--- src/rtl/gray_counter.sv ---
`default_nettype none
// ============================================================================
//  Module   : gray_counter
//  Purpose  : N-bit up/down counter with registered binary and Gray outputs,
//             binary or Gray-encoded parallel load, and a choice of wrapping
//             at the count limits (wrap pulse) or saturating there (sat level).
//  Revision : 1.0 - initial release
// ============================================================================
module gray_counter #(
  parameter int N    = 4,   // counter width, 2..32
  parameter int WRAP = 1    // 1: wrap at the limits, 0: saturate at the limits
) (
  input  logic         clk,
  input  logic         rst,
  input  logic         en,
  input  logic         up,
  input  logic         load,
  input  logic         load_gray,
  input  logic [N-1:0] load_val,
  output logic [N-1:0] bin_out,
  output logic [N-1:0] gray_out,
  output logic         wrap,
  output logic         sat
);

  localparam logic [N-1:0] c_MAX      = {N{1'b1}};
  localparam logic [N-1:0] c_ZERO     = {N{1'b0}};
  localparam logic [N-1:0] c_ONE      = {{(N-1){1'b0}}, 1'b1};
  localparam bit           c_SATURATE = (WRAP == 0);

  logic [N-1:0] b_q, b_d;
  logic [N-1:0] gray_q, gray_d;
  logic         wrap_q, wrap_d;
  logic         sat_q, sat_d;

  logic [N-1:0] w_load_bin;
  logic         w_at_limit;
  logic         w_load_at_limit;

  // Gray-to-binary conversion: each binary bit is the XOR of all Gray bits
  // at and above it, built from the MSB downward.
  function automatic logic [N-1:0] gray_to_bin(input logic [N-1:0] g);
    logic [N-1:0] b;
    b[N-1] = g[N-1];
    for (int i = N - 2; i >= 0; i--) begin
      b[i] = b[i+1] ^ g[i];
    end
    return b;
  endfunction

  // Load operand decode and limit detection for the current direction.
  always_comb begin
    w_load_bin      = load_gray ? gray_to_bin(load_val) : load_val;
    w_at_limit      = up ? (b_q == c_MAX) : (b_q == c_ZERO);
    w_load_at_limit = up ? (w_load_bin == c_MAX) : (w_load_bin == c_ZERO);
  end

  // Next-state logic: load beats count enable; an idle cycle holds the count,
  // drops the wrap pulse and keeps sat only while still pinned in this direction.
  always_comb begin
    b_d    = b_q;
    wrap_d = 1'b0;
    sat_d  = 1'b0;
    if (load) begin
      b_d   = w_load_bin;
      sat_d = c_SATURATE && w_load_at_limit;
    end else if (en) begin
      if (!w_at_limit) begin
        b_d = up ? (b_q + c_ONE) : (b_q - c_ONE);
      end else if (c_SATURATE) begin
        sat_d = 1'b1;
      end else begin
        b_d    = up ? c_ZERO : c_MAX;
        wrap_d = 1'b1;
      end
    end else begin
      sat_d = sat_q && w_at_limit;
    end
    // Gray register is loaded from the same next value as the binary one,
    // so the two outputs can never disagree.
    gray_d = b_d ^ (b_d >> 1);
  end

  // State registers with synchronous reset.
  always_ff @(posedge clk) begin
    if (rst) begin
      b_q    <= c_ZERO;
      gray_q <= c_ZERO;
      wrap_q <= 1'b0;
      sat_q  <= 1'b0;
    end else begin
      b_q    <= b_d;
      gray_q <= gray_d;
      wrap_q <= wrap_d;
      sat_q  <= sat_d;
    end
  end

  assign bin_out  = b_q;
  assign gray_out = gray_q;
  assign wrap     = wrap_q;
  assign sat      = sat_q;

endmodule
`default_nettype wire

--- config.mk ---
export PLATFORM = sky130hd
export DESIGN_NAME = gray_counter
export DESIGN_NICKNAME = d
export VERILOG_FILES = /design/src/rtl/gray_counter.sv
export SDC_FILE = /design/constraint.sdc
export NUM_CORES = 1
export LEC_CHECK = 0
export CORE_MARGIN = 2
export CORE_UTILIZATION = 44
export DETAILED_ROUTE_END_ITERATION = 7
export GPL_TIMING_DRIVEN = 0
export PLACE_DENSITY_LB_ADDON = 0.05
export SLEW_MARGIN = 10
export SYNTH_ARGS = -nofsm -noshare
export SYNTH_HDL_FRONTEND = slang
export SYNTH_SLANG_ARGS = --single-unit
--- constraint.sdc ---
create_clock -name clk -period 2.9 [get_ports clk]
set_clock_uncertainty 0.15 [all_clocks]
set_input_delay 0.435 -clock clk [delete_from_list [all_inputs] [get_ports clk]]
set_output_delay 0.435 -clock clk [all_outputs]
set_load 0.01 [all_outputs]
==> Word level (Yosys, flattened, before mapping) <==
Index checks and enable logic that the tools add are counted.
Widths: inputs -> output; s select.
{ "word_totals": {"register_bits": 10, "in_bits": 10} }
{ "op_classes": {"n_eq_ne": 1, "addsub": 2, "muxes": 8, "bitwise": 5, "reduce_logical": 4} }
{ "ops": {"columns": ["operator", "n"], "rows": [
  ["$mux 4", 5],
  ["$reduce_or 3->1", 2],
  ["$add 4x1->4 const B", 1],
  ["$eq 4x4->1 const B", 1],
  ["$logic_not 4->1", 1],
  ["$sub 4x1->4 const B", 1],
  ["$xor 4x3->4", 1],
  ["$mux 3", 1],
  ["$xor 1x1->1", 3],
  ["$mux 1", 2],
  ["$logic_and 1x1->1", 1],
  ["$not 1->1", 1]
]} }

==> Depth between registers and ports, before layout <==
{ "depth": {"depth_word": 6, "mapped_depth": 7} }

==> Worst setup path after synthesis <==
Ideal clock, no wire load.
{ "synth_timing": {"kind": "flip-flop to flip-flop", "from": "reg b_q[0], in the netlist bin_out[0]", "to": "reg gray_q[0], in the netlist gray_out[0]", "required_ps": 2635, "setup_time_ps": 115, "stages_incl_launch_ff": 8, "slack_ps": 741, "synth_period_minus_slack_ps": 2159, "arrival_time_ps": 1894, "n_path_buf": 0, "path_cell_list": "dfxtp_1 > inv_1 > fa_1 > a41o_1 > a221o_1 > a32oi_4 > xnor2_1 > nor2_1"} }
{ "synth_between": {"elab_chain_cells": 6} }
{ "synth_rtl": {"columns": ["element", "line_no", "text"], "rows": [
  ["start, declared", "31", "logic [N-1:0] b_q, b_d;"],
  ["start signal, assigned", "87", "b_q <= c_ZERO;"],
  ["$sub 4x1->4 (tied with other cells)", "69", "b_d = up ? (b_q + c_ONE) : (b_q - c_ONE);"],
  ["$mux 4 or $mux 1 (tied branches)", "69, 54", null],
  ["$mux 4", "68", "if (!w_at_limit) begin"],
  ["$mux 4 *", "67", "end else if (en) begin"],
  ["$mux 4 *", "64", "if (load) begin"],
  ["$xor 4x3->4 *", "81", "gray_d = b_d ^ (b_d >> 1);"],
  ["end signal, assigned", "88", "gray_q <= c_ZERO;"],
  ["end signal, assigned", "93", "gray_q <= gray_d;"],
  ["end, declared", "32", "logic [N-1:0] gray_q, gray_d;"]
]} }
Mark *: on every way between the ends. The rest lies on a longest branch, timed or not.
A chain may end at the register's enable or synchronous reset.

==> Worst setup path after layout <==
{ "layout_timing": {"from": "in up", "to": "reg gray_q[0], in the netlist gray_out[0]"} }
{ "layout_between": {"elab_chain_cells": 5} }
{ "layout_rtl": {"columns": ["element", "line_no", "text"], "rows": [
  ["start, declared", "16", "input logic up,"],
  ["$mux 4 (tied with other cells)", "69", null],
  ["$mux 4 *", "68", null],
  ["$mux 4 *", "67", null],
  ["$mux 4 *", "64", null],
  ["$xor 4x3->4 *", "81", null]
]} }
Marks and branches as above.

==> run metrics <==
status completed; first-pass GRT wire length 2440 um; total CTS buffers 3; cell count after synthesis 72; GR Overflow Total 0; routed len/inst ~13 um; Tot GR Track Use 17.5%; synthesized cell area between 600 and 700 um2; Synth top cells by count 9 x dfxtp_1, 8 x inv_1, 4 x nand2_1, 4 x nor2_1, 4 x xnor2_1; final instance area 877 um2; die area 1780 um2; post-route ant nets 0; CTS tree yes; Multi-input gate area 419 um2; f_max 398 MHz; drt initial violations 9; FF+latch count, synth 9; Arrival @ worst endpoint 2.51 ns; clock root buffer clkbuf_4; fin crit period 2.52 ns; Final Cycle Share 86.7%; # Max-Cap Violations 0; Syn Nets 85; HP Class reg -> reg; Slew headroom 69.8%; Peak VDD IR 0.326 mV; required time worst endpoint 2.89 ns; Synth area leader dfxtp_1; CTS Hold Bufs 0; Layout Area Growth over Synthesis 36.9%; crit path max fanout 7; number of vias per cell 5.67; die height ~42 um; vias in the first global route 571; PwrDens 445 nW/um2; Warnings, synthesis 0; Reg2Reg Capture Point gray_out[0]; Post-CTS Resized 0; Final Hold Vio Count 0; initial antenna violation count 0; largest net degree at the start of global routing 11; layout cell share with drive strength beyond 1 a little over a tenth; CTS Sinks 9; Yosys top cell area share 28.1%; CTS clk-pin slew, worst paths 0.06 ns; TNS Setup 0 ns; Reg2Reg Setup Slack around 0.60 ns; Top Ports 20; number of fill cells 125; Clk Latency, worst-skew pair 0.26 ns; Hold EP sat; Pleak 0.358 nW; Die Wd 42.2 um; CTS Buffer Depth 2; Core Rows 13; # setup viols final 0; Final Slew Violations 0; critical path type in -> reg; antenna cells 0; RSZ-0062 raised after global routing false; Port Buf Inserts 19; DP HPWL 1100 um; Tightest Pin Transition approximately 0.45 ns; worst reg2reg startpoint bin_out[0]; top_reg_cell synth dfxtp_1; Worst setup SP type primary input; asr flop ratio synth 0%; Core Region 1330 um2; mean post-synth cell area 8.90 um2; Synth area leaders dfxtp_1 28%, xnor2_1 5.5%, mux2i_1 4.7%; Post-synth EDFFs 0; min-delay src sat; storage element area between 150 and 200 um2; Detailed Route WL 1470 um; DR vias 624; Placement Cell Area 850 um2; hold path cells 2; sequential area share after synthesis between 20% and 30%; Nets 109; # DRC 0; most numerous cell in the Yosys netlist dfxtp_1; post-synth cell types 37; H-tree levels 1; R2R depth 7; Setup Buffers After CTS 0; global placement routability congestion 0.779; CP endpoint kind flop; router iterations before antenna repair 4; Initial Utilization slightly below 50%
kinds of logic (layout without fill, tap and decap cells):
group | count (synthesis) | in the layout | synth area share (%)
AOI/OAI and AO/OA | 17 | 17 | 23.0
xor gates and xnor gates | 6 | 6 | 8.20
adders and majority gates | 3 | 3 | 7.03
buffers and inverters | 10 | 33 | 6.45
DFF | 9 | 9 | 28.1
muxes | 3 | 3 | 4.69
and+or+nand+nor | 24 | 24 | 22.5
final cells by class:
cell class                 instances  area share, %
timing repair buffer              19           21.7
tap                               15           2.14
inverter                           8           3.42
multi-input combinational         53           47.8
clock inverter                     1          0.571
buffer                             2           1.28
sequential                         9           20.5
clock buffer                       3           2.57
layout by cell type (no fill, tap or decap), drive strengths merged, types with 2 or more instances in the layout:
| cell | count |
|---|---|
| buf | 2 |
| inv | 8 |
| o21ai | 3 |
| a21oi | 3 |
| dfxtp | 9 |
| xor2 | 2 |
| nor2 | 4 |
| and4 | 2 |
| nand2b | 2 |
| nand2 | 4 |
| xnor2 | 4 |
| a2111oi | 2 |
| clkdlybuf4s50 | 19 |
| clkbuf | 3 |
| ha | 2 |
| mux2i | 3 |
worst max-delay path by stage:
stage / from / endpoint / cells past startpoint / slack, ns
floorplan: bin_out[0] / gray_out[0] / 7 / 0.74
global placement: up / gray_out[0] / 7 / 0.15
detailed placement: up / gray_out[0] / 7 / 0.12
CTS: up / gray_out[0] / 7 / 0.39
global route: up / gray_out[0] / 7 / 0.33
finish: up / gray_out[0] / 7 / 0.38
stage by stage:
step           std cells  worst slack, ns  util [%]  hold slack [ns]  power [W]
3_5_place_dp         106            0.117      63.7            0.309   0.000298
6_report             110            0.385      65.8            0.319   0.000390
3_3_place_gp         106            0.150      63.7            0.305   0.000294
4_1_cts              110            0.391      65.8            0.320   0.000395
2_1_floorplan         72            0.741         -            0.328   0.000236
5_1_grt              110            0.331      65.8            0.331   0.000418
registers in the layout, indices dropped and copies added (netlist names):
name	count
bin_out	4
gray_out	3
sat	1
wrap	1
critical path: stages:
cell	delay, ns
clkdlybuf4s50_1	0.55
fa_1	0.55
a41o_1	0.22
a221o_1	0.33
a32oi_4	0.22
xnor2_1	0.15
nor2_1	0.05
report_power, final:
part | switching (W) | total, W | internal [W]
logic | 0.0000635 | 0.000144 | 0.0000808
registers | 0.0000143 | 0.000151 | 0.000137
clock network | 0.0000442 | 0.0000951 | 0.0000508
total | 0.000122 | 0.000390 | 0.000268
metal layers:
| layer | GRT usage [%] | share of wire (%) | vias to the layer above |
|---|---|---|---|
| met5 | 0 | 0 | - |
| met4 | 2.50 | 0 | 0 |
| met3 | 6.47 | 6.8 | 0 |
| met2 | 31.6 | 49 | 22 |
| met1 | 20.2 | 44 | 284 |
| li1 | - | - | 318 |
No activity file was read; power rests on OpenSTA's default activity.
